[src/rtl/cpu_pkg.sv]
// Shared CPU constants: datapath, rename-tag and ROB widths, ALU opcodes.
package cpu_pkg;

  localparam int REG_SIZE      = 32;
  localparam int NUM_TAGS      = 64;
  localparam int NUM_TAGS_LOG2 = $clog2(NUM_TAGS);
  localparam int ROB_SIZE      = 64;
  localparam int ROB_SIZE_LOG2 = $clog2(ROB_SIZE);
  localparam int ALU_OP_W      = 4;

  typedef enum logic [ALU_OP_W-1:0] {
    ALU_ADD  = 4'd0,
    ALU_SUB  = 4'd1,
    ALU_AND  = 4'd2,
    ALU_OR   = 4'd3,
    ALU_XOR  = 4'd4,
    ALU_SLL  = 4'd5,
    ALU_SRL  = 4'd6,
    ALU_SRA  = 4'd7,
    ALU_SLT  = 4'd8,
    ALU_SLTU = 4'd9
  } alu_op_e;

endpackage

[src/rtl/rr_arbiter.sv]
// Round-robin arbiter: scans requesters starting at the priority pointer
// and returns a one-hot grant, its index and the pointer that follows it.
module rr_arbiter #(
  parameter int NUM_REQ = 4,
  parameter int PTR_W   = (NUM_REQ > 1) ? $clog2(NUM_REQ) : 1
) (
  input  logic               i_en,
  input  logic [NUM_REQ-1:0] i_req,
  input  logic [PTR_W-1:0]   i_ptr,
  output logic [NUM_REQ-1:0] o_gnt,
  output logic               o_any,
  output logic [PTR_W-1:0]   o_idx,
  output logic [PTR_W-1:0]   o_next_ptr
);

  // First active requester at or after the pointer wins (wrapping).
  always_comb begin
    int idx;
    logic [PTR_W-1:0] idx_l;
    idx        = 0;
    idx_l      = '0;
    o_gnt      = '0;
    o_any      = 1'b0;
    o_idx      = '0;
    o_next_ptr = i_ptr;
    for (int i = 0; i < NUM_REQ; i++) begin
      idx   = (int'(i_ptr) + i) % NUM_REQ;
      idx_l = PTR_W'(idx);
      if (i_en && !o_any && i_req[idx_l]) begin
        o_gnt[idx_l] = 1'b1;
        o_any        = 1'b1;
        o_idx        = idx_l;
        o_next_ptr   = PTR_W'((idx + 1) % NUM_REQ);
      end else begin
        o_gnt[idx_l] = 1'b0;
      end
    end
  end

endmodule

[src/rtl/alu_issue_arbiter.sv]
// ALU issue arbiter: picks one ready reservation station per cycle,
// registers the op into the issue stage that drives the external ALU,
// then captures the ALU result into a CDB-facing result stage.
module alu_issue_arbiter import cpu_pkg::*; #(
  parameter int NUM_REQ       = 4,
  parameter int REG_SIZE      = cpu_pkg::REG_SIZE,
  parameter int NUM_TAGS      = cpu_pkg::NUM_TAGS,
  parameter int ROB_SIZE      = cpu_pkg::ROB_SIZE,
  parameter int NUM_TAGS_LOG2 = $clog2(NUM_TAGS),
  parameter int ROB_SIZE_LOG2 = $clog2(ROB_SIZE)
) (
  input  logic                                   clk,
  input  logic                                   rst,
  input  logic                                   flush,
  input  logic [NUM_REQ-1:0]                     req_valid,
  input  logic [NUM_REQ-1:0][ALU_OP_W-1:0]       req_op,
  input  logic [NUM_REQ-1:0][REG_SIZE-1:0]       req_rs1,
  input  logic [NUM_REQ-1:0][REG_SIZE-1:0]       req_rs2,
  input  logic [NUM_REQ-1:0][NUM_TAGS_LOG2-1:0]  req_tag,
  input  logic [NUM_REQ-1:0][ROB_SIZE_LOG2-1:0]  req_rob,
  output logic [NUM_REQ-1:0]                     req_gnt,
  output logic [ALU_OP_W-1:0]                    fu_op,
  output logic [REG_SIZE-1:0]                    fu_rs1,
  output logic [REG_SIZE-1:0]                    fu_rs2,
  output logic [NUM_TAGS_LOG2-1:0]               fu_tag,
  output logic [ROB_SIZE_LOG2-1:0]               fu_rob,
  output logic                                   fu_valid,
  input  logic [REG_SIZE-1:0]                    fu_rd,
  input  logic [NUM_TAGS_LOG2-1:0]               fu_tag_out,
  input  logic [ROB_SIZE_LOG2-1:0]               fu_rob_out,
  input  logic                                   fu_valid_out,
  output logic                                   cdb_valid,
  output logic [REG_SIZE-1:0]                    cdb_data,
  output logic [NUM_TAGS_LOG2-1:0]               cdb_tag,
  output logic [ROB_SIZE_LOG2-1:0]               cdb_rob,
  input  logic                                   cdb_ready
);

  localparam int PTR_W = (NUM_REQ > 1) ? $clog2(NUM_REQ) : 1;

  // Issue stage
  logic                     r_iss_valid;
  logic [ALU_OP_W-1:0]      r_iss_op;
  logic [REG_SIZE-1:0]      r_iss_rs1;
  logic [REG_SIZE-1:0]      r_iss_rs2;
  logic [NUM_TAGS_LOG2-1:0] r_iss_tag;
  logic [ROB_SIZE_LOG2-1:0] r_iss_rob;
  // Result stage
  logic                     r_res_valid;
  logic [REG_SIZE-1:0]      r_res_data;
  logic [NUM_TAGS_LOG2-1:0] r_res_tag;
  logic [ROB_SIZE_LOG2-1:0] r_res_rob;
  // Round-robin priority pointer
  logic [PTR_W-1:0]         r_ptr;

  logic                     w_res_load;
  logic                     w_gnt_en;
  logic [NUM_REQ-1:0]       w_gnt;
  logic                     w_any;
  logic [PTR_W-1:0]         w_idx;
  logic [PTR_W-1:0]         w_next_ptr;

  // The whole pipe moves only when the result slot is free or being drained;
  // grants are also suppressed by flush and while reset is asserted.
  assign w_res_load = !r_res_valid || cdb_ready;
  assign w_gnt_en   = w_res_load && !flush && rst;

  rr_arbiter #(
    .NUM_REQ (NUM_REQ),
    .PTR_W   (PTR_W)
  ) u_rr_arbiter (
    .i_en       (w_gnt_en),
    .i_req      (req_valid),
    .i_ptr      (r_ptr),
    .o_gnt      (w_gnt),
    .o_any      (w_any),
    .o_idx      (w_idx),
    .o_next_ptr (w_next_ptr)
  );

  assign req_gnt   = w_gnt;
  assign fu_op     = r_iss_op;
  assign fu_rs1    = r_iss_rs1;
  assign fu_rs2    = r_iss_rs2;
  assign fu_tag    = r_iss_tag;
  assign fu_rob    = r_iss_rob;
  assign fu_valid  = r_iss_valid;
  assign cdb_valid = r_res_valid;
  assign cdb_data  = r_res_data;
  assign cdb_tag   = r_res_tag;
  assign cdb_rob   = r_res_rob;

  // Issue stage and pointer: load the granted op, or go empty when the pipe advances without a grant.
  always_ff @(posedge clk or negedge rst) begin
    if (!rst) begin
      r_iss_valid <= 1'b0;
      r_iss_op    <= '0;
      r_iss_rs1   <= '0;
      r_iss_rs2   <= '0;
      r_iss_tag   <= '0;
      r_iss_rob   <= '0;
      r_ptr       <= '0;
    end else if (flush) begin
      r_iss_valid <= 1'b0;
      r_iss_op    <= '0;
      r_iss_rs1   <= '0;
      r_iss_rs2   <= '0;
      r_iss_tag   <= '0;
      r_iss_rob   <= '0;
    end else if (w_res_load) begin
      if (w_any) begin
        r_iss_valid <= 1'b1;
        r_iss_op    <= req_op[w_idx];
        r_iss_rs1   <= req_rs1[w_idx];
        r_iss_rs2   <= req_rs2[w_idx];
        r_iss_tag   <= req_tag[w_idx];
        r_iss_rob   <= req_rob[w_idx];
        r_ptr       <= w_next_ptr;
      end else begin
        r_iss_valid <= 1'b0;
        r_iss_op    <= '0;
        r_iss_rs1   <= '0;
        r_iss_rs2   <= '0;
        r_iss_tag   <= '0;
        r_iss_rob   <= '0;
      end
    end
  end

  // Result stage: capture the ALU output; fields are zeroed whenever the slot is empty.
  always_ff @(posedge clk or negedge rst) begin
    if (!rst) begin
      r_res_valid <= 1'b0;
      r_res_data  <= '0;
      r_res_tag   <= '0;
      r_res_rob   <= '0;
    end else if (flush) begin
      r_res_valid <= 1'b0;
      r_res_data  <= '0;
      r_res_tag   <= '0;
      r_res_rob   <= '0;
    end else if (w_res_load) begin
      r_res_valid <= fu_valid_out;
      r_res_data  <= fu_valid_out ? fu_rd      : '0;
      r_res_tag   <= fu_valid_out ? fu_tag_out : '0;
      r_res_rob   <= fu_valid_out ? fu_rob_out : '0;
    end
  end

endmodule

[config.mk]
export PLATFORM = sky130hd
export DESIGN_NAME = alu_issue_arbiter
export DESIGN_NICKNAME = d
export VERILOG_FILES = /design/src/rtl/cpu_pkg.sv /design/src/rtl/rr_arbiter.sv /design/src/rtl/alu_issue_arbiter.sv
export SDC_FILE = /design/constraint.sdc
export NUM_CORES = 1
export LEC_CHECK = 0
export BUFFER_PORTS_ARGS = -buffer_cell sky130_fd_sc_hd__buf_2
export CAP_MARGIN = 10
export CORE_AREA = 4 4 192 194
export DETAILED_ROUTE_END_ITERATION = 6
export DIE_AREA = 0 0 196 198
export HOLD_SLACK_MARGIN = 0.02
export PLACE_DENSITY = 0.59
export SLEW_MARGIN = 20
export SYNTH_ARGS = -nofsm -noshare
export SYNTH_HDL_FRONTEND = slang
export SYNTH_SLANG_ARGS = --single-unit
[constraint.sdc]
create_clock -name clk -period 3.5 [get_ports clk]
set_clock_uncertainty 0.2 [all_clocks]
set_input_delay 0.875 -clock clk [delete_from_list [all_inputs] [get_ports clk]]
set_output_delay 0.875 -clock clk [all_outputs]
set_load 0.02 [all_outputs]
==> results by group <==
Outcome
  • Status: finished, violations left
  • Failing checks: setup timing

Clocking
  • Htree depth: 4
  • Clk sinks: between 100 and 150
  • Clock transition at path regs: 0.06 ns
  • CTS tree: yes
  • Worst-skew pair later-pin latency: 0.43 ns
  • Hold Buf Count CTS: 0
  • Clock root buffer: clkbuf_16
  • CTS max path bufs: 2
  • Num CTS Buffers: 17

Power and ir drop
  • Switch share: 41.68%
  • Clock power frac: 24.7%
  • Internal power: 4.144 mW
  • Leak Pwr: 5.587 nW
  • Power Dens Cells: 612.9 mW/mm^2
  • Sequential power share: 28.0%
  • Maximum VDD drop: 0.0003505 V
  • Gate power share: a little under half
  • Sw power: 2.961 mW

Placement
  • Post-DP Area: 0.01089 sq mm
  • GP Congestion: 0.8676
  • HPWL after detailed placement: 26370 um
  • Buffers on Ports: 502
  • Placed Cells: 1787

Drt
  • WL met3: 3217 um
  • Avg WL per Cell: 18.76 um
  • Vias/cell: just under 5
  • Iter 0 DRT Violations: approximately 360
  • Routed via count: 8921
  • DRC violations left: 0
  • Met1 WL: ~13000 um
  • Final wirelength: 34250 um
  • Met2 Wirelength: 17030 um
  • Uppermost routed layer: met5
  • Antenna Nets Post-Route: 0
  • Initial DRT Pass Iterations: 5

Synth
  • Net Count, Synth: between 1000 and 1500
  • Cell Area, Synth: around 0.0076 sq mm
  • Synth Warn #: 0
  • Sequential-to-total area share from yosys stat: around 42%
  • Avg Inst Size Synth: 8.831 sq um
  • Flops & latches, synth: 128
  • Cells after Synth: approximately 860
  • Cell variety after synth: 45

Timing
  • Setup_tns: -0.03454 ns
  • Tmin final: 3.522 ns
  • Fin crit share: 100.6%
  • RSZ-0062 raised after global routing: yes
  • Final worst slack: -0.02185 ns
  • Setup violators final: 4
  • Final Hold Fails: 0
  • Max-slew violations: 0
  • Slew margin rel.: 39.79%
  • Max Fclk: 0.2839 GHz
  • Slew @ Worst Pin: 0.9031 ns

Global routing
  • Number of global-route vias before repair: 9212
  • Total GRT Usage: 16.76%
  • First-pass GRT wire length: 51240 um
  • GRT overflow: 0
  • Largest net degree at the start of global routing: 79
  • Initial antenna violation count: 6

Min path
  • Min-delay worst type: reg2reg

Critical path
  • CP endpoint kind: output pin
  • Worst Setup Path Type: reg2out
  • Arr. time, crit path: 2.45 ns
  • Crit path launch type: flip-flop
  • Crit-path max FO: 6
  • Worst path required time: ~2.4 ns

Final layout
  • Area growth syn-to-layout: 52.46%
  • Post-Layout Cell Count: 1826
  • Final Cell Area: 0.01159 sq mm
  • Layout cells sized above 1: between 40% and 50%
  • NumNets Final: 1726

Floorplan
  • Num rows: roughly 70
  • Initial core utilization: 21.59%
  • Die Ht: between 150 and 200 um
  • Die Area: 0.03881 sq mm
  • Core area: 0.03522 sq mm
  • Width of the chip: 196 um
  • Ports: 503

Job
  • Max-Cap Viols: 0
-- worst paths after layout --
path	from	endpoint	slack, ns	cells after the start
min	fu_valid	fu_valid	0.28	2
min reg2reg	fu_valid	fu_valid	0.28	2
min in group asynchronous	rst	cdb_data[28]	0.42	2
max in group asynchronous	rst	fu_rs2[31]	1.25	3
max reg2reg	r_ptr[0]	fu_rs2[29]	0.35	9
max	r_ptr[0]	req_gnt[3]	-0.02	8
-- through the flow --
stage	total power [mW]	hold WS (ns)	utilization, %	worst slack (ns)
after floorplan	3.880	0.3794	-	0.03931
after global placement	5.178	0.2679	30.91	-0.004383
after detailed placement	5.217	0.2679	30.91	-0.09970
after CTS	7.168	0.2901	32.85	-0.05048
after global routing	7.546	0.3092	32.89	-0.1248
final	7.105	0.2846	32.91	-0.02185
-- Yosys cell counts (all sizes together) --
master   count  area (sq um)
o2111ai      2         17.52
dfrtp      128          3203
a2111oi      1         27.53
mux2i        7         70.07
mux2         5         56.30
and3         2         12.51
clkbuf      68         255.2
o211a        2         20.02
o2bb2ai      1         8.760
inv          5         18.77
o31ai        1         12.51
or3         79         494.2
a221oi       6         52.55
a22o        44         385.4
nand2b       5         31.28
a21oi       12         60.06
and4         1         8.760
or2          2         12.51
o22a         1         8.760
nor3b        1         7.510
nand3b       2         15.01
o21ai        5         25.02
xnor2        1         8.760
o21bai       1         7.510
o211ai      84         630.6
o41ai        1         8.760
nor3         6         35.03
mux4         4         90.09
ha           4         50.05
o31a         1         8.760
nor2b        4         25.02
nand2       93         349.1
nand3        3         15.01
o311ai      79         767.0
a211oi       2         15.01
a31o         1         8.760
nor2       174         655.6
buf         23         125.1
-- sequential cells by signal, summed over array words and instances (netlist names) --
name       count
fu_valid       1
cdb_data      32
cdb_valid      1
cdb_tag        6
cdb_rob        6
fu_rob         6
fu_tag         6
r_ptr          2
fu_rs2        32
fu_op          4
fu_rs1        32
-- cell families (layout without fill, tap and decap cells) --
kind of cell / after synthesis / after routing / share of synthesized area, %
simple gates: 372 / 372 / 21.85
compound gates: 244 / 244 / 27.15
flops: 128 / 128 / 42.13
buf+inv: 96 / 597 / 5.249
mux: 16 / 16 / 2.847
fa+ha+maj: 4 / 4 / 0.6582
xor+xnor: 1 / 1 / 0.1152
other cells: 0 / 3 / 0
-- repair_timing --
item,4_1_cts,5_1_grt
endpoints found under the setup margin,4,4
pin swaps,2,3
setup buffers,3,1
resized for setup,17,2
-- layout make-up --
class                      instances  area [sq um]
antenna                            3         7.507
clock buffer                      19         452.9
clock inverter                    13         127.6
fill                            3762         23630
inverter                           5         18.77
multi-input combinational        637          4110
sequential                       128          3203
tap                              461         576.8
timing repair buffer             560          3095
-- metal layers --
layer	track usage, %	vias to the layer above
li1	-	4185
met1	19.48	4235
met2	28.67	439
met3	6.194	56
met4	5.612	6
met5	0	-
-- critical path: stages (launching register included) --
cell and delay, ns:
dfrtp_1 0.38, inv_2 0.06, ha_4 0.32, mux4_2 0.55, nand2b_4 0.12, mux2i_1 0.09
a221oi_2 0.29, a21oi_2 0.07, buf_6 0.14
-- power by group through the flow --
stage,combinational (mW),clock (mW),sequential (mW)
floorplan,1.49,0,2.39
global placement,3.18,0,2.00
detailed placement,3.21,0,2.00
CTS,3.36,1.82,1.99
global route,3.64,1.88,2.03
finish,3.36,1.75,1.99
-- layout by cell type (no fill, tap or decap), types with 5 or more instances in the layout --
cell       netlist  final
a22o_1          44     44
buf_2           16    497
o311ai_2        10     10
o311ai_1         9      9
nor3_1           5      5
o211ai_1        84     84
nand2_1         93     92
a21oi_1         12      8
mux2i_1          7      6
or3_1           79     79
clkbuf_16        0     17
mux2_2           5      5
buf_4            1     48
buf_12           0      9
nor2_1         173    171
o311ai_0        60     60
dfrtp_1        128    128
o21ai_0          5      5
buf_6            2      6
Power figures use the tool's default switching activity.
